## src/rtl/muldiv_pkg.sv

```systemverilog
// Shared encodings for the iterative multiply/divide unit: opcodes, FSM states and counter sizing.
package muldiv_pkg;

    typedef enum logic [1:0] {
        OP_MULTU = 2'b00,
        OP_DIVU  = 2'b01,
        OP_MULT  = 2'b10,
        OP_DIV   = 2'b11
    } op_e;

    typedef enum logic [1:0] {
        IDLE  = 2'b00,
        RUN   = 2'b01,
        FIXUP = 2'b10
    } state_e;

    // Iteration counter must hold the value WIDTH itself.
    localparam int CNT_W = $clog2(32 + 1);

    function automatic int cnt_width(input int width);
        return $clog2(width + 1);
    endfunction

endpackage

```

## src/rtl/muldiv_if.sv

```systemverilog
// Issue/result bundle between the EX-stage hazard/control logic and the multiply/divide unit.
interface muldiv_if #(parameter int WIDTH = 32);

    logic             start;
    logic [1:0]       op;
    logic [WIDTH-1:0] src_a;
    logic [WIDTH-1:0] src_b;
    logic             flush;
    logic             hi_we;
    logic             lo_we;
    logic [WIDTH-1:0] wd;
    logic             busy;
    logic             div_by_zero;
    logic [WIDTH-1:0] hi;
    logic [WIDTH-1:0] lo;

    modport master (
        output start, op, src_a, src_b, flush, hi_we, lo_we, wd,
        input  busy, div_by_zero, hi, lo
    );

    modport slave (
        input  start, op, src_a, src_b, flush, hi_we, lo_we, wd,
        output busy, div_by_zero, hi, lo
    );

endinterface

```

## src/rtl/muldiv_step.sv

```systemverilog
// One radix-2 iteration: shift-add multiply step or restoring-divide step (quotient lives in acc low half).
module muldiv_step #(
    parameter int WIDTH = 32
) (
    input  logic               is_div,
    input  logic [2*WIDTH-1:0] acc_in,
    input  logic [WIDTH:0]     rem_in,
    input  logic [WIDTH-1:0]   mcand,
    input  logic [WIDTH-1:0]   divisor,
    output logic [2*WIDTH-1:0] acc_out,
    output logic [WIDTH:0]     rem_out
);

    logic [WIDTH:0] sum;
    logic [WIDTH:0] shifted;
    logic [WIDTH:0] trial;

    always_comb begin
        sum     = {1'b0, acc_in[2*WIDTH-1:WIDTH]} + (acc_in[0] ? {1'b0, mcand} : '0);
        shifted = {rem_in[WIDTH-1:0], acc_in[WIDTH-1]};
        trial   = shifted - {1'b0, divisor};
        acc_out = {sum, acc_in[WIDTH-1:1]};
        rem_out = rem_in;
        if (is_div) begin
            // A set MSB on the trial means the divisor did not fit: restore.
            rem_out = trial[WIDTH] ? shifted : trial;
            acc_out = {acc_in[2*WIDTH-1:WIDTH], acc_in[WIDTH-2:0], ~trial[WIDTH]};
        end
    end

endmodule

```

## src/rtl/muldiv_unit.sv

```systemverilog
// Iterative MULTU/DIVU unit with HI/LO registers; define MULDIV_SIGNED_EN to add MULT/DIV via a FIXUP cycle.
module muldiv_unit
    import muldiv_pkg::*;
#(
    parameter int WIDTH = 32
) (
    input logic     clk,
    input logic     reset,
    muldiv_if.slave bus
);

    localparam int         CW       = $clog2(WIDTH + 1);
    localparam logic [1:0] ST_IDLE  = IDLE;
    localparam logic [1:0] ST_RUN   = RUN;
    localparam logic [1:0] ST_FIXUP = FIXUP;

    logic [1:0]         state;
    logic [CW-1:0]      count;
    logic [2*WIDTH-1:0] acc, acc_nxt;
    logic [WIDTH:0]     rem, rem_nxt;
    logic [WIDTH-1:0]   mcand, divisor, hi_q, lo_q;
    logic [WIDTH-1:0]   a_mag, b_mag;
    logic               is_div, dbz_q;
    logic               issue, dbz_hit, last_iter, op_signed;

`ifdef MULDIV_SIGNED_EN
    logic               is_signed, neg_res, neg_rem;
    logic [2*WIDTH-1:0] prod;
    logic [WIDTH-1:0]   fix_hi, fix_lo;
`endif

    function automatic logic [WIDTH-1:0] magnitude(input logic [WIDTH-1:0] v, input logic sgn);
        return (sgn && v[WIDTH-1]) ? -v : v;
    endfunction

    muldiv_step #(.WIDTH(WIDTH)) u_step (
        .is_div  (is_div),
        .acc_in  (acc),
        .rem_in  (rem),
        .mcand   (mcand),
        .divisor (divisor),
        .acc_out (acc_nxt),
        .rem_out (rem_nxt)
    );

    always_comb begin
`ifdef MULDIV_SIGNED_EN
        op_signed = bus.op[1];
        prod      = neg_res ? -acc : acc;
        fix_hi    = is_div ? (neg_rem ? -rem[WIDTH-1:0] : rem[WIDTH-1:0]) : prod[2*WIDTH-1:WIDTH];
        fix_lo    = is_div ? (neg_res ? -acc[WIDTH-1:0] : acc[WIDTH-1:0]) : prod[WIDTH-1:0];
`else
        op_signed = 1'b0;
`endif
        a_mag     = magnitude(bus.src_a, op_signed);
        b_mag     = magnitude(bus.src_b, op_signed);
        // Flush in the issue cycle swallows the start.
        issue     = (state == ST_IDLE) && bus.start && !bus.flush;
        dbz_hit   = issue && bus.op[0] && (bus.src_b == '0);
        last_iter = (state == ST_RUN) && (count == CW'(WIDTH - 1));
    end

    always_ff @(posedge clk or negedge reset) begin
        if (!reset) begin
            state   <= ST_IDLE;
            count   <= '0;
            acc     <= '0;
            rem     <= '0;
            mcand   <= '0;
            divisor <= '0;
            is_div  <= 1'b0;
            dbz_q   <= 1'b0;
            hi_q    <= '0;
            lo_q    <= '0;
`ifdef MULDIV_SIGNED_EN
            is_signed <= 1'b0;
            neg_res   <= 1'b0;
            neg_rem   <= 1'b0;
`endif
        end else begin
            dbz_q <= dbz_hit;
            case (state)
                ST_IDLE: begin
                    if (issue && !dbz_hit) begin
                        state   <= ST_RUN;
                        count   <= '0;
                        is_div  <= bus.op[0];
                        mcand   <= a_mag;
                        divisor <= b_mag;
                        acc     <= {{WIDTH{1'b0}}, bus.op[0] ? a_mag : b_mag};
                        rem     <= '0;
`ifdef MULDIV_SIGNED_EN
                        is_signed <= op_signed;
                        neg_res   <= op_signed & (bus.src_a[WIDTH-1] ^ bus.src_b[WIDTH-1]);
                        neg_rem   <= op_signed & bus.src_a[WIDTH-1];
`endif
                    end else if (!bus.start) begin
                        if (bus.hi_we) hi_q <= bus.wd;
                        if (bus.lo_we) lo_q <= bus.wd;
                    end
                end
                ST_RUN: begin
                    if (bus.flush) begin
                        state <= ST_IDLE;
                    end else begin
                        acc   <= acc_nxt;
                        rem   <= rem_nxt;
                        count <= count + CW'(1);
                        if (last_iter) begin
                            state <= ST_IDLE;
                            hi_q  <= is_div ? rem_nxt[WIDTH-1:0] : acc_nxt[2*WIDTH-1:WIDTH];
                            lo_q  <= acc_nxt[WIDTH-1:0];
`ifdef MULDIV_SIGNED_EN
                            // Signed ops hold the magnitudes one more cycle for sign correction.
                            if (is_signed) begin
                                state <= ST_FIXUP;
                                hi_q  <= hi_q;
                                lo_q  <= lo_q;
                            end
`endif
                        end
                    end
                end
                ST_FIXUP: begin
`ifdef MULDIV_SIGNED_EN
                    if (!bus.flush) begin
                        hi_q <= fix_hi;
                        lo_q <= fix_lo;
                    end
`endif
                    state <= ST_IDLE;
                end
                default: state <= ST_IDLE;
            endcase
        end
    end

    assign bus.busy        = (state != ST_IDLE);
    assign bus.div_by_zero = dbz_q;
    assign bus.hi          = hi_q;
    assign bus.lo          = lo_q;

endmodule

```

## src/flat_wrapper.sv

```systemverilog
// flat-port wrapper written by rule: the top's interface ports become plain ports
module muldiv_unit_flat import muldiv_pkg::*;
#(
    parameter int WIDTH = 32
)
  (clk, reset, bus_start, bus_op, bus_src_a, bus_src_b, bus_flush, bus_hi_we, bus_lo_we, bus_wd, bus_busy, bus_div_by_zero, bus_hi, bus_lo);
  muldiv_if #(.WIDTH(WIDTH)) bus_i ();
  input logic clk;
  input logic reset;
  input wire logic [$bits(bus_i.start)-1:0] bus_start;
  input wire logic [$bits(bus_i.op)-1:0] bus_op;
  input wire logic [$bits(bus_i.src_a)-1:0] bus_src_a;
  input wire logic [$bits(bus_i.src_b)-1:0] bus_src_b;
  input wire logic [$bits(bus_i.flush)-1:0] bus_flush;
  input wire logic [$bits(bus_i.hi_we)-1:0] bus_hi_we;
  input wire logic [$bits(bus_i.lo_we)-1:0] bus_lo_we;
  input wire logic [$bits(bus_i.wd)-1:0] bus_wd;
  output wire logic [$bits(bus_i.busy)-1:0] bus_busy;
  output wire logic [$bits(bus_i.div_by_zero)-1:0] bus_div_by_zero;
  output wire logic [$bits(bus_i.hi)-1:0] bus_hi;
  output wire logic [$bits(bus_i.lo)-1:0] bus_lo;
  assign bus_i.start = bus_start;
  assign bus_i.op = bus_op;
  assign bus_i.src_a = bus_src_a;
  assign bus_i.src_b = bus_src_b;
  assign bus_i.flush = bus_flush;
  assign bus_i.hi_we = bus_hi_we;
  assign bus_i.lo_we = bus_lo_we;
  assign bus_i.wd = bus_wd;
  assign bus_busy = bus_i.busy;
  assign bus_div_by_zero = bus_i.div_by_zero;
  assign bus_hi = bus_i.hi;
  assign bus_lo = bus_i.lo;
  muldiv_unit #(.WIDTH(WIDTH)) u_core (.clk(clk), .reset(reset), .bus(bus_i));
endmodule
```

## config.mk

```make
export PLATFORM = sky130hd
export DESIGN_NAME = muldiv_unit_flat
export DESIGN_NICKNAME = d
export VERILOG_FILES = /design/src/rtl/muldiv_pkg.sv /design/src/rtl/muldiv_if.sv /design/src/rtl/muldiv_step.sv /design/src/rtl/muldiv_unit.sv /design/src/flat_wrapper.sv
export SDC_FILE = /design/constraint.sdc
export NUM_CORES = 1
export LEC_CHECK = 0
export CORE_UTILIZATION = 58
export DETAILED_ROUTE_END_ITERATION = 12
export PLACE_DENSITY = 0.81
export SKIP_LAST_GASP = 1
export SLEW_MARGIN = 15
export SYNTH_ARGS = -nofsm -noshare
export SYNTH_HDL_FRONTEND = slang
export SYNTH_HIERARCHICAL = 1
export SYNTH_SLANG_ARGS = --single-unit
```

## constraint.sdc

```tcl
create_clock -name clk -period 4.6 [get_ports clk]
set_clock_uncertainty 0.2 [all_clocks]
set_input_delay 1.15 -clock clk [delete_from_list [all_inputs] [get_ports clk]]
set_output_delay 1.15 -clock clk [all_outputs]
set_load 0.02 [all_outputs]
```

-- Word level (Yosys, flattened, before mapping)
Cells that the tools add are included.
W data, S select, Z words.
- register bits after elaboration: 234
- input port bits: 104
- output and inout port bits: 66
- word-level logic and storage cells: 72
- $add $sub $neg: 3
- eq/ne operators: 10
- multiplexer cells: 31
- bitwise gates (word level): 1
- reduce and logical (&&, ||, !) cells: 17
- operators by type and width (cell ; number):
    $mux W32 ; 17
    $mux W64 ; 3
    $pmux W32 S2 ; 3
    $pmux W64 S2 ; 1
    $add A32 B33 Y33 ; 1
    $sub A33 B32 Y33 ; 1
    $logic_not A32 Y1 ; 1
    $mux W6 ; 2
    $ne A2 B2 Y1 const B ; 6
    $pmux W6 S2 ; 1
    $reduce_and A6 Y1 ; 2
    $add A6 B1 Y6 const B ; 1
    $eq A6 B5 Y1 const B ; 1
    $logic_and A1 B1 Y1 ; 6
    $mux W2 ; 3
    $pmux W2 S2 ; 1
    $reduce_and A2 Y1 ; 2
    $reduce_bool A2 Y1 ; 2
    $ne A3 B2 Y1 const B ; 1
    $reduce_and A3 Y1 ; 1
    $eq A2 B1 Y1 const B ; 1
    $logic_not A1 Y1 ; 2
    $logic_not A2 Y1 ; 1
    $ne A2 B1 Y1 const B ; 1
    $not A1 Y1 ; 1

-- Depth between registers and ports, before layout
- word-level depth: 9
- depth in mapped cells: 21
- depth with buffers taken out: 19

-- Hierarchy
Netlist, hierarchy kept.
- modules (own cells, without submodules) (module ; instances ; cells an instance ; area each (um^2) ; seq. area each (um^2)):
    muldiv_unit ; 1 ; 1056 ; 10665.2 ; 5855.6
    muldiv_step ; 1 ; 781 ; 5266.3 ; 0.0

-- Worst setup path before layout
OpenSTA, ideal clock, no wires.
- kind: register -> register
- from: register u_core.acc[31]
- to: register u_core.hi_q[22], in the netlist u_core/bus.hi[22]
- library setup time: 133 ps
- arrival time: 3648 ps
- data required time: 4267 ps
- setup slack: 619 ps
- stages on the path, launching flop included: 22
- buffers on the path: 2
- clock period less this slack: 3981 ps
- path through: dfrtp_1 inv_1 ha_1 fa_1 nand2b_1 a21o_1 a211oi_2 nor3_2 o31ai_4 a31oi_1 o21ai_0 ha_1 clkbuf_1 nor2_1 clkbuf_1 inv_1 o22ai_1 a31oi_1 mux2i_1 nand2_1 o21ai_0 o21ai_0
- longest elaborated chain between the ends: 7
- ends and longest elaborated chain (element ; line ; RTL):
    start, declared ; muldiv_unit.sv:19 ; logic [2*WIDTH-1:0] acc, acc_nxt;
    start signal, assigned ; muldiv_unit.sv:90 ; acc <= {{WIDTH{1'b0}}, bus.op[0] ? a_mag : b_mag};
    start signal, assigned ; muldiv_unit.sv:106 ; acc <= acc_nxt;
    $sub A33 B32 Y33 ; muldiv_step.sv:21 ; trial = shifted - {1'b0, divisor};
    $mux W32 ; muldiv_step.sv:26 ; rem_out = trial[WIDTH] ? shifted : trial;
    $mux W32 ; muldiv_step.sv:24 ; if (is_div) begin
    named net u_core.rem_nxt[22] ; muldiv_unit.sv:20 ; logic [WIDTH:0] rem, rem_nxt;
    $mux W32 ; muldiv_unit.sv:111 ; hi_q <= is_div ? rem_nxt[WIDTH-1:0] : acc_nxt[2*WIDTH-1:WIDTH];
    $mux W32 ; muldiv_unit.sv:109 ; if (last_iter) begin
    $mux W32 ; muldiv_unit.sv:103 ; if (bus.flush) begin
    $pmux W32 S2 ; muldiv_unit.sv:82 ; case (state)
    end signal, assigned ; muldiv_unit.sv:98 ; if (bus.hi_we) hi_q <= bus.wd;
    end signal, assigned ; muldiv_unit.sv:111 ;
    end, declared ; muldiv_unit.sv:21 ; logic [WIDTH-1:0] mcand, divisor, hi_q, lo_q;
The timed path passes the listed nets, and every way through them passes these cells. The select of a mux whose other input is x is not followed.
A chain may end at the register's enable or synchronous reset.

-- Worst setup path in the final report
- from: register u_core.acc[31]
- to: register u_core.hi_q[4], in the netlist u_core/bus.hi[4]
The elaborated chain is that of the path after synthesis.

==> run metrics <==
outcome=finished clean; final instance area=between 15000 and 20000 um^2; Max Fclk=roughly 220 MHz; final count of hold timing violations=0; Final Non-Filler Cells=2326; CTS Buffer Depth=3; CP Launch Type=flop; Slew @ Worst Pin=about 1 ns; clock slew at reported path FFs=~0.060 ns; n_diodes=0; TritonCTS clock tree=built; initial DRC count=1650; DP Worst Slack=around 0.051 ns; placed cells=roughly 2300; final slew viol count=0; hpwl dp=~35 mm; wire length per cell=20.7 um; Slew HR=34.1%; CP Buf/Inv Count=3; Final setup viols=0; period utilization=a little over nine tenths; Max-Cap Viols=0; clk_lat worst skew=between 0.5 and 0.6 ns; vias in the first global route=14100; H-tree lvl count=1; syn_area_per_cell=8.67 um^2; Setup TNS=0 ns; Post-Syn Instances=approximately 1800; global routing's busiest layer=met2; Leak=0.00854 uW; Initial Util=59.1%; Slowest Stage Delay on Critical Path=approximately 0.38 ns; pwr dens=about 590 nW/um^2; grt met1 use=~44%; Fillers=between 2000 and 2500; Worst Path Max Fanout=18; crit path capture type=flop; Top Family by Delay on Critical Path=compound AO/OA/AOI/OAI gates; CP Class=flop to flop; Min-Delay Path Class=flop to flop; vias=14500; Placed Area=between 15000 and 20000 um^2; Mapped Area=15900 um^2; Peak supply drop=0.373 mV; first-pass GRT wire length=roughly 76 mm; Clock Tree Root=clkbuf_16; GRT Util Overall=34.0%; total gr overflow=0; Die Y=between 150 and 200 um; layout cells sized above 1=approximately a tenth; die area=about 28000 um^2; io pins=170; crit path setup slack, layout=between 0.1 and 0.15 ns; nets=between 2000 and 2500; P&R area growth vs syn=19.4%; Row Count=60; pin count of the biggest net entering global routing=between 100 and 150; Worst Path Arrival=4.71 ns; Die W=roughly 170 um; Port Buf Inserts=between 150 and 200; routability cong.=between 0.9 and 1; post-route ant nets=0; yosys warns=6; CTS Buf Count=26; DRC violations left=0; crit path max-delay cell type=fa_2; initial antenna violation count=0; grt met3 use=under 10%; Sink Count=between 200 and 250; met2 Resource Use GR=around 56%; drt total wl=about 48 mm; critical path required time=4.85 ns; syn_nets=roughly 2000; commonest cells after routing, fill and taps aside=231 x dfrtp_1, 221 x nand2_1, 194 x nor2_1, 166 x clkdlybuf4s50_1, 166 x o21ai_0; commonest non-fill, non-tap cell in the layout=dfrtp_1; Vias per Instance=approximately 6.2; Tmin final=4.46 ns; core area=~27000 um^2; DRT Pass-1 Iters=5; Cell Chain, Critical Path=inv_1, ha_1, fa_2, nand2b_2, a21o_1, a211oi_4, nor3_2, o31ai_4, a31oi_4, o21ai_2, ha_4, buf_12, buf_4, mux2i_1, a21oi_1, mux2i_1, nand2_1, o21ai_0, o21ai_0
worst register-to-register path: stages, from the launching register on:
cell      delay (ns)
dfrtp_1         0.34
inv_1           0.07
ha_1            0.23
fa_2            0.38
nand2b_2        0.23
a21o_1          0.22
a211oi_4        0.31
nor3_2          0.11
o31ai_4         0.34
a31oi_4         0.16
o21ai_2         0.18
ha_4            0.25
buf_12          0.17
buf_4           0.17
mux2i_1         0.11
a21oi_1         0.31
mux2i_1         0.20
nand2_1         0.12
o21ai_0         0.08
o21ai_0         0.19
area by class of cell:
cell class,count,area [um^2],area share (%)
sequential,233,5840,30.8
inverter,70,263,1.39
timing repair buffer,230,2230,11.8
clock buffer,34,722,3.81
multi-input combinational,1410,9380,49.5
tap,341,427,2.25
clock inverter,8,97.6,0.515
per-stage QoR:
step	util (%)	total power [uW]	hold WS (ns)
CTS	70.4	11100	0.283
finish	70.5	11300	0.275
floorplan	-	6990	0.256
global route	70.5	11900	0.290
global placement	67.3	8880	0.260
detailed placement	67.3	9010	0.269
final timing paths:
check / slack [ns] / startpoint / cells past startpoint / end
worst max-delay path: 0.14 / u_core/acc[31]$_DFFE_PN0P_ / 19 / u_core/bus.hi[4]$_DFFE_PN0P_
worst min-delay path: 0.28 / u_core/bus.hi[27]$_DFFE_PN0P_ / 2 / u_core/bus.hi[27]$_DFFE_PN0P_
worst max register to register: 0.14 / u_core/acc[31]$_DFFE_PN0P_ / 19 / u_core/bus.hi[4]$_DFFE_PN0P_
worst min register to register: 0.28 / u_core/bus.hi[27]$_DFFE_PN0P_ / 2 / u_core/bus.hi[27]$_DFFE_PN0P_
max in group asynchronous: 2.84 / reset / 2 / u_core/acc[5]$_DFFE_PN0P_
min in group asynchronous: 0.44 / reset / 1 / u_core/rem[25]$_DFFE_PN0P_
routing by layer:
| metal | vias up | wire length (um) |
|---|---|---|
| met2 | 600 | 22800 |
| met1 | 6972 | 19700 |
| met5 | - | 0 |
| li1 | 6747 | - |
| met4 | 0 | 2660 |
| met3 | 131 | 2980 |
state kept, by name, indices dropped and copies added, names as in the netlist:
name and cells:
u_core/state 1, u_core/count 6, u_core/bus.hi 32, u_core/divisor 32, u_core/rem 32, u_core/is_div 1
u_core/acc 64, u_core/mcand 32, u_core/bus.div_by_zero 1, u_core/bus.lo 32
timing repair:
action                                  CTS  global route
hold buffers                              0             0
resized for setup                         1            11
pin swaps                                 0             3
endpoints found under the hold margin     0             0
setup buffers                             0             0
endpoints found under the setup margin    1            34
report_power, final:
part | switching (uW) | total, uW | leakage, uW | internal, uW
registers | 486 | 3090 | 0.00287 | 2610
clock network | 859 | 2070 | 0.000406 | 1210
logic | 3480 | 6110 | 0.00526 | 2630
Power figures use the tool's default switching activity.
